==> config.mk <==
export PLATFORM = sky130hd
export DESIGN_NAME = instr_ram_arbiter
export DESIGN_NICKNAME = d
export VERILOG_FILES = /design/src/rtl/instr_ram_arbiter.sv
export SDC_FILE = /design/constraint.sdc
export NUM_CORES = 1
export LEC_CHECK = 0
export ABC_AREA = 1
export ABC_CLOCK_PERIOD_IN_PS = 3700
export CORE_AREA = 3 3 90 92
export DETAILED_ROUTE_END_ITERATION = 12
export DIE_AREA = 0 0 93 95
export GPL_TIMING_DRIVEN = 1
export PLACE_DENSITY = 0.7
export SYNTH_ARGS = -nofsm -noshare
export SYNTH_HDL_FRONTEND = slang
export SYNTH_SLANG_ARGS = --single-unit
==> constraint.sdc <==
create_clock -name clk -period 3.7 [get_ports clk]
set_input_delay 0.925 -clock clk [delete_from_list [all_inputs] [get_ports clk]]
set_output_delay 0.925 -clock clk [all_outputs]
set_load 0.01 [all_outputs]
==> src/rtl/instr_ram_arbiter.sv <==
// Two-port arbiter in front of the single-port instruction RAM: core fetch has fixed
// priority, the loader gets a one-access boost after waiting MAX_WAIT cycles.
module instr_ram_arbiter #(
  parameter int ADDR_WIDTH = 18,
  parameter int DATA_WIDTH = 32,
  parameter int MAX_WAIT   = 8
) (
  input  logic                    clk,
  input  logic                    rst,
  input  logic                    core_req_i,
  input  logic [ADDR_WIDTH-1:0]   core_addr_i,
  output logic                    core_gnt_o,
  output logic                    core_rvalid_o,
  output logic [DATA_WIDTH-1:0]   core_rdata_o,
  input  logic                    ld_req_i,
  input  logic                    ld_we_i,
  input  logic [DATA_WIDTH/8-1:0] ld_be_i,
  input  logic [ADDR_WIDTH-1:0]   ld_addr_i,
  input  logic [DATA_WIDTH-1:0]   ld_wdata_i,
  output logic                    ld_gnt_o,
  output logic                    ld_rvalid_o,
  output logic [DATA_WIDTH-1:0]   ld_rdata_o,
  output logic                    ram_en_o,
  output logic                    ram_we_o,
  output logic [DATA_WIDTH/8-1:0] ram_be_o,
  output logic [ADDR_WIDTH-1:0]   ram_addr_o,
  output logic [DATA_WIDTH-1:0]   ram_wdata_o,
  input  logic [DATA_WIDTH-1:0]   ram_rdata_i
);

  localparam int BE_W  = DATA_WIDTH / 8;
  localparam int CNT_W = $clog2(MAX_WAIT + 1);
  localparam logic [CNT_W-1:0] MAX_WAIT_C = CNT_W'(MAX_WAIT);

  typedef enum logic [0:0] {
    ST_NORMAL = 1'b0,
    ST_BOOST  = 1'b1
  } state_t;

  state_t           state_reg, state_next;
  logic [CNT_W-1:0] wait_cnt_reg, wait_cnt_next;
  logic             valid_reg;
  logic             owner_reg;   // 1 = loader owns the outstanding access
  logic             core_gnt;
  logic             ld_gnt;

  // State register, wait counter and response tracking
  always_ff @(posedge clk) begin
    if (rst) begin
      state_reg    <= ST_NORMAL;
      wait_cnt_reg <= '0;
      valid_reg    <= 1'b0;
      owner_reg    <= 1'b0;
    end else begin
      state_reg    <= state_next;
      wait_cnt_reg <= wait_cnt_next;
      valid_reg    <= core_gnt | ld_gnt;
      owner_reg    <= ld_gnt;
    end
  end

  // Next state: boost is entered in the same edge the counter saturates, so the
  // loader wins exactly MAX_WAIT cycles after it started waiting.
  always_comb begin
    wait_cnt_next = wait_cnt_reg;
    if (!ld_req_i || ld_gnt) begin
      wait_cnt_next = '0;
    end else if (wait_cnt_reg != MAX_WAIT_C) begin
      wait_cnt_next = wait_cnt_reg + CNT_W'(1);
    end

    state_next = state_reg;
    case (state_reg)
      ST_NORMAL: if (wait_cnt_next == MAX_WAIT_C) state_next = ST_BOOST;
      ST_BOOST:  if (ld_gnt || !ld_req_i)         state_next = ST_NORMAL;
      default:   state_next = ST_NORMAL;
    endcase
  end

  // Outputs: grants, RAM port mux and response routing
  always_comb begin
    core_gnt = 1'b0;
    ld_gnt   = 1'b0;
    if (!rst) begin
      if (state_reg == ST_BOOST && ld_req_i) begin
        ld_gnt = 1'b1;
      end else if (core_req_i) begin
        core_gnt = 1'b1;
      end else if (ld_req_i) begin
        ld_gnt = 1'b1;
      end
    end
  end

  assign core_gnt_o = core_gnt;
  assign ld_gnt_o   = ld_gnt;

  assign ram_en_o    = core_gnt | ld_gnt;
  assign ram_we_o    = ld_gnt & ld_we_i;
  assign ram_addr_o  = core_gnt ? core_addr_i : (ld_gnt ? ld_addr_i : '0);
  assign ram_wdata_o = ld_gnt ? ld_wdata_i : '0;

  for (genvar gi = 0; gi < BE_W; gi++) begin : g_be
    assign ram_be_o[gi] = core_gnt | (ld_gnt & ld_be_i[gi]);
  end

  // Read data only reaches the port that owned the access; the other port sees 0
  assign core_rvalid_o = !rst && valid_reg && !owner_reg;
  assign ld_rvalid_o   = !rst && valid_reg &&  owner_reg;
  assign core_rdata_o  = core_rvalid_o ? ram_rdata_i : '0;
  assign ld_rdata_o    = ld_rvalid_o   ? ram_rdata_i : '0;

endmodule
# --- Word-level counts from Yosys, hierarchy flattened ---
# Index checks and enable logic that the tools add are counted.
word_totals:
  reg_bits: 7
classes:
  eq_ne: 2
  n_mux: 17
  n_bitwise: 11
  reduce_logical: 8
  addsub: 1
ops:
  columns: ["operator", "count"]
  rows:
  - ["two-way mux 32 bit", 3]
  - ["two-way mux 18 bit", 2]
  - ["two-way mux 1 bit", 9]
  - ["two-way mux 4 bit", 2]
  - ["bitwise AND 1 bit", 5]
  - ["OR 1 bit", 5]
  - ["adder 4 x 1 -> 4 bit (second input constant)", 1]
  - ["== test 4 bit (second input constant)", 1]
  - ["logical AND 1 bit", 4]
  - ["!= test 4 bit (second input constant)", 1]
  - ["logical NOT 1 bit", 3]
  - ["one-hot mux 1 bit (2 select lines)", 1]
  - ["logical OR 1 bit", 1]
  - ["inverter 1 bit", 1]

# --- Longest topological paths before layout ---
# Gate-level depths: netlist (run 1).
logic_depth:
  ltp_word: 9
  ltp_mapped: 8
  ltp_nobuf: 8

# --- Least setup slack after synthesis (run 1) ---
# OpenSTA, ideal clock, no wires.
synth_path:
  path_kind: "input port to output port"
  from: "input port rst"
  to: "output port core_rdata_o[10]"
  stages: 4
  arrival_time_ps: 1627
  t_required_ps: 2775
  path_slack_ps: 1148
  path_buffers: 1
  path_cell_list: "nor3_2 -> inv_2 -> buf_2 -> nor2_1"
synth_between:
  elab_chain_cells: 4
synth_lines:
  columns: ["item", "line", "rtl"]
  rows:
  - ["from (decl)", "9", "input logic rst,"]
  - ["logical NOT 1 bit", "108", "assign core_rvalid_o = !rst && valid_reg && !owner_reg;"]
  - ["logical AND 1 bit (2 in a row)", "108", null]
  - ["two-way mux 32 bit", "110", "assign core_rdata_o = core_rvalid_o ? ram_rdata_i : '0;"]
  - ["to (decl)", "14", "output logic [DATA_WIDTH-1:0] core_rdata_o,"]
# Every way passes these cells.

# --- Worst setup path in the final report (run 1) ---
layout_path:
  from: "input port ld_req_i"
  to: "output port ram_addr_o[13]"
layout_between:
  elab_chain_cells: 6
layout_lines:
  columns: ["item", "line", "rtl"]
  rows:
  - ["from (decl)", "15", "input logic ld_req_i,"]
  - ["two-way mux 1 bit", "89", "end else if (ld_req_i) begin"]
  - ["two-way mux 1 bit", "87", "end else if (core_req_i) begin"]
  - ["two-way mux 1 bit", "85", "if (state_reg == ST_BOOST && ld_req_i) begin"]
  - ["two-way mux 1 bit", "84", "if (!rst) begin"]
  - ["two-way mux 18 bit", "100", "assign ram_addr_o = core_gnt ? core_addr_i : (ld_gnt ? ld_addr_i : '0);"]
  - ["two-way mux 18 bit *", "100", null]
  - ["to (decl)", "26", "output logic [ADDR_WIDTH-1:0] ram_addr_o,"]
# Every way passes the cells marked *; elsewhere a longest branch is shown, timed or not.

==> results of run 1 <==
[synth_stat cells]
cell	count	area (sq um)
a22o_1	10	87.6
nand4_1	1	6.26
buf_8	1	15.0
nor3_2	2	20.0
buf_2	6	30.0
buf_6	6	67.6
nand3_4	1	17.5
inv_6	1	8.76
nand2_1	27	101
nand3_2	1	10.0
a22o_2	7	70.1
nor2_2	1	6.26
dfxtp_1	7	140
nor2_1	103	387
nand2_2	1	6.26
a21oi_1	1	5.00
inv_1	76	285
inv_2	4	15.0
nand3_1	3	15.0
ha_1	2	25.0
[cell type report]
type                    count  area, sq um  share of cell area
clock buffers               4         45.0              0.0121
multi-input cells         160          763               0.205
repair buffers            233         2340               0.627
well taps                  99          124              0.0333
flip-flops and latches      7          140              0.0376
inverters                  81          317              0.0850
[power breakdown]
| group | internal [mW] | switching, mW | total [mW] |
|---|---|---|---|
| Clock | 0.0743 | 0.0301 | 0.104 |
| Sequential | 0.0777 | 0.00115 | 0.0788 |
| Combinational | 0.191 | 0.107 | 0.298 |
| Total | 0.343 | 0.138 | 0.481 |
[critical path, delay by kind of cell]
kind	cells	cell delay, ns
AOI/OAI and AO/OA	1	0.18
buffers and inverters	4	1.31
and+or+nand+nor	2	0.25
[through the flow]
stage | power (mW) | TNS, ns | hold slack, ns | utilization
global placement | 0.374 | -0.0972 | 0.567 | 0.502
floorplan | 0.175 | 0 | 0.525 | -
global route | 0.513 | 0 | 0.629 | 0.511
CTS | 0.487 | 0 | 0.581 | 0.509
finish | 0.481 | 0 | 0.585 | 0.511
detailed placement | 0.378 | -0.519 | 0.573 | 0.502
[logic make-up (layout without fill, tap and decap cells)]
logic type / count (synthesis) / in the layout / synth area share
AO/OA/AOI/OAI: 18 / 18 / 0.123
adder cells (fa/ha/maj): 2 / 2 / 0.0190
buffers and inverters: 94 / 318 / 0.320
flip-flops: 7 / 7 / 0.106
AND/OR/NAND/NOR: 140 / 140 / 0.432
[per-layer routing]
layer | wire length [microns] | vias up | GRT usage
met1 | 2670 | 981 | 0.153
met2 | 3930 | 112 | 0.284
li1 | - | 1184 | -
met3 | 747 | 6 | 0.0430
met5 | 0 | - | 0
met4 | 79 | 0 | 0.0305
[worst paths after layout]
path                endpoint  cells after the start
max           ram_addr_o[13]                      7
min          wait_cnt_reg[3]                      4
max reg2reg        state_reg                      8
min reg2reg  wait_cnt_reg[3]                      4
==> summary.txt, run 1 <==
Status
  – Status: finished, final reports clean

Min path
  – Hold Startpoint: wait_cnt_reg[3]
  – Worst Hold Class: flop to flop

Clock network
  – Num CTS Buffers: 3
  – Clock buffer depth: 2
  – CTS tree: done
  – Clk root buf: clkbuf_8
  – CTS Sinks: 7
  – Clock-pin slew on the worst setup and hold paths: 0.04 ns
  – H-tree depth: 1
  – Worst-Skew Late Latency: 0.22 ns
  – CTS resizes: 3
  – Number of post-CTS setup repair buffers: 0
  – Hold buffers post-CTS: 0

Timing
  – Peak Freq: 0.278 GHz
  – Worst Tran Pin Value: between 0.3 and 0.4 ns
  – Post-route clock skew: 0.00336 ns
  – Final Hold Fails: 0
  – Final setup violation count: 0
  – Worst setup margin: 0.105 ns
  – Worst slew margin: 0.782
  – Unrepaired setup endpoints after global routing: no
  – Tmin final: 3.60 ns
  – Max Slew Vio Count: 0
  – Period utilization: 0.972

Power and ir drop
  – Worst IR Drop VDD: 112 uV
  – Leak: roughly 1.7 nW
  – Pwr Density: 129 nW/um^2

Layout
  – Number of fill cells in the layout: ~750
  – Max reg flops: 4
  – N_diodes: 0
  – Final instance count without filler cells: 584
  – Net count, final: 597
  – Commonest non-fill, non-tap cells in the layout: clkdlybuf4s50_1, nor2_1, inv_1
  – Area grow syn2layout: 182%
  – Design Area, Final: between 3000 and 4000 sq um
  – Commonest non-fill, non-tap cell in the layout: clkdlybuf4s50_1
  – Layout cells sized above 1: 0.0454

Worst setup path
  – RR Startpoint: wait_cnt_reg[0]
  – Cell mode on critical path: clkdlybuf4s50_1
  – Worst Path Arrival: 2.67 ns
  – Crit end category: output pin
  – CP max stage delay: 0.54 ns
  – Critical Path RT: 2.77 ns
  – Crit path from: ld_req_i
  – Worst path cell trace: clkdlybuf4s50_1 > inv_1 > nor2_2 > nand2_2 > inv_4 > a22o_1 > clkdlybuf4s50_1
  – Internal reg-to-reg setup slack: 2.50 ns
  – CP Launch Type: primary input
  – Critical Path Fanout Max: 23
  – CP Class: primary input to output pin
  – Worst-path cell with the longest stage delay: clkdlybuf4s50_1

Drt
  – Drt wl/cell: around 13 microns
  – DRC: 0
  – Vias post-DR: 2283
  – DRT iter0 DRCs: 41
  – First-pass DRT Iterations: 4
  – Antenna viol nets, final: 0
  – Vias per cell: 3.91
  – Routed WL: ~7400 microns

Placement
  – Port Buffers: 232
  – Post-place setup slack: -0.0587 ns
  – Area after DPL: ~3700 sq um
  – GP Congestion: 0.847
  – Final HPWL DP: approximately 6500 microns
  – Placed cell count: 580

Floorplanning
  – DIE HEIGHT: 95 microns
  – Starting Density: 0.181
  – # rows: 31
  – Core box area: 7290 sq um
  – DIE AREA: 8840 sq um
  – Die W: 93 microns
  – IO Count: 233

Run
  – Max Cap Viol: 0

Synth
  – Synth Instances: 261
  – Synth Net Count: 372
  – Sequential-to-total area share from yosys stat: 0.106
  – Syn avg cell area: about 5.1 sq um
  – Seq cells post-synth: 7
  – YS warnings: 0
  – Cell area after synthesis: about 1300 sq um
  – Distinct cells, synth: 20

GRT
  – Number of global-route vias before repair: 2105
  – First-pass GRT wire length: 10400 microns
  – GRT overflow: 0
  – Total GRT Usage: 0.145
  – Initial antenna violation count: 0
  – Largest net degree at the start of global routing: 34
(Power assumes the default switching activity.)
==> run 2, diff against run 1 <==
Settings changed: ABC_CLOCK_PERIOD_IN_PS 3700 to 3600, CORE_AREA 3 3 90 92 to 3 3 89 91, DIE_AREA 0 0 93 95 to 0 0 92 94, PLACE_DENSITY 0.7 to 0.72.
Clock period 3.7 ns to 3.6 ns, I/O delays scaled along.
==> run 2 against run 1 <==
Routed wire length down 6.6%. Worst hold slack worse by 0.0045 ns. Clock power up 7%. Setup slack better by 0.011 ns. Register-to-register slack worse by 0.10 ns. Sequential share of layout area down 0.090 points.
==> summary.txt, run 2 (synthesized netlist as in run 1, its figures left out) <==
Status
  – Status: finished, final reports clean

Timing
  – Peak Freq: around 0.29 GHz
  – Period utilization: 0.968
  – Worst Tran Pin Value: between 0.2 and 0.3 ns
  – Post-route clock skew: ~0.0034 ns
  – Setup TNS: 0 ns
  – Tmin final: around 3.5 ns
  – Worst hold slack: 0.580 ns
  – Worst slew margin: 0.801
  – Worst setup margin: 0.116 ns
  – Final setup violation count: 0
  – Final Hold Fails: 0
  – Max Slew Vio Count: 0

Clock network
  – Clock buffer depth: 2
  – CTS tree: done
  – H-tree depth: 1
  – Num CTS Buffers: 3
  – Clk root buf: clkbuf_8
  – Worst-Skew Late Latency: between 0.2 and 0.25 ns
  – Number of post-CTS setup repair buffers: 0
  – Clock-pin slew on the worst setup and hold paths: 0.04 ns
  – Hold buffers post-CTS: 0
  – CTS Sinks: 7

GRT
  – Number of global-route vias before repair: about 2400
  – Total GRT Usage: 0.149
  – Initial antenna violation count: 0
  – Largest net degree at the start of global routing: 33
  – GRT overflow: 0
  – First-pass GRT wire length: 10700 microns

Drt
  – DRT iter0 DRCs: 36
  – Vias per cell: 3.95
  – Vias post-DR: 2345
  – First-pass DRT Iterations: 4
  – DRC: 0
  – Drt wl/cell: 11.7 microns
  – Routed WL: 6930 microns
  – Antenna viol nets, final: 0

Layout
  – Commonest non-fill, non-tap cell in the layout: clkdlybuf4s50_1
  – Commonest non-fill, non-tap cells in the layout: clkdlybuf4s50_1, nor2_1, inv_1
  – Net count, final: 606
  – Layout cells sized above 1: 0.0648
  – Area grow syn2layout: 189%
  – Max reg flops: 4
  – N_diodes: 0
  – Design Area, Final: 3820 sq um

Worst setup path
  – R2R cell count: 8
  – Critical Path Fanout Max: 17
  – Critical Path RT: 2.70 ns
  – Worst Path Arrival: 2.58 ns
  – CP Launch Type: primary input
  – CP Class: primary input to output pin
  – Crit end category: output pin

Floorplanning
  – Core box area: 7210 sq um
  – DIE HEIGHT: between 90 and 100 microns
  – Starting Density: 0.183
  – # rows: 31
  – DIE AREA: between 8000 and 9000 sq um
  – Die W: 92 microns
  – IO Count: between 200 and 250

Power and ir drop
  – Reg power frac: 0.160
  – NetSw: 147 uW
  – Power, Total: 506 uW
  – Internal power: 359 uW
  – Pwr Density: around 130 nW/um^2
  – Sw Ratio: 0.290
  – Comb pwr share: 0.620
  – Worst IR Drop VDD: 78.8 uV
  – Clock Power Share: 0.220
  – Leak: about 1.8 nW

Placement
  – Port Buffers: 232
  – Post-place setup slack: -0.0613 ns
  – Area after DPL: 3760 sq um
  – GP Congestion: 0.743
  – Final HPWL DP: 6210 microns

Min path
  – Worst Hold Class: flop to flop
  – Hold Path Depth: 4

Run
  – Max Cap Viol: 0
==> run 2: cell types whose count changed in the layout (fill, tap and decap cells not counted) <==
cell / previous run / this run
buf_4: 0 / 6
inv_4: 3 / 0
clkinv_2: 0 / 1
inv_2: 1 / 4
nor3_4: 1 / 0
nor3_2: 1 / 2
clkbuf_1: 1 / 0
buf_12: 0 / 3
clkdlybuf4s50_1: 231 / 230
dlygate4sd2_1: 0 / 1
==> run 2: worst paths after layout <==
check	slack, ns	end	from
worst min-delay path	0.58	wait_cnt_reg[3]	wait_cnt_reg[3]
worst max-delay path	0.12	ram_addr_o[13]	ld_req_i
worst max register to register	2.40	state_reg	wait_cnt_reg[0]
worst min register to register	0.58	wait_cnt_reg[3]	wait_cnt_reg[3]
==> run 2: what timing repair did <==
| item | 4_1_cts | 5_1_grt |
|---|---|---|
| endpoints found under the hold margin | 0 | 0 |
| gates resized for setup | 1 | 2 |
| pin swaps | 1 | 0 |
| endpoints found under the setup margin | 26 | 7 |
==> run 2: power groups by stage <==
stage          Sequential, mW  Combinational (mW)  Clock, mW
2_1_floorplan          0.0820              0.0981          0
3_3_place_gp           0.0822               0.313          0
3_5_place_dp           0.0823               0.316          0
4_1_cts                0.0810               0.317      0.113
5_1_grt                0.0811               0.338      0.118
6_report               0.0809               0.314      0.111
==> run 2: routing by layer <==
metal  vias to the layer above  wire [microns]  global-route usage
met2                       148            3700               0.307
li1                       1200               -                   -
met5                         -               0                   0
met1                       988            2270               0.137
met4                         0              93              0.0334
met3                         9             867              0.0553
==> run 2: layout make-up <==
class / count / area, sq um
Fill cell: 707 / 3400
Timing Repair Buffer: 242 / 2440
Multi-Input combinational cell: 160 / 757
Inverter: 81 / 309
Sequential cell: 7 / 140
Tap cell: 99 / 124
Clock buffer: 3 / 41.3
Clock inverter: 1 / 5.00
==> run 2: stage by stage <==
| stage | utilization | std cells |
|---|---|---|
| floorplan | - | 261 |
| global placement | 0.522 | 589 |
| detailed placement | 0.522 | 589 |
| CTS | 0.528 | 593 |
| global route | 0.529 | 593 |
| finish | 0.529 | 593 |
==> run 2: critical path: stages <==
cell and delay (ns):
clkdlybuf4s50_1 0.52, inv_1 0.07, nor2_2 0.11, nand2_2 0.09
inv_2 0.09, buf_12 0.14, a22o_1 0.13, clkdlybuf4s50_1 0.54
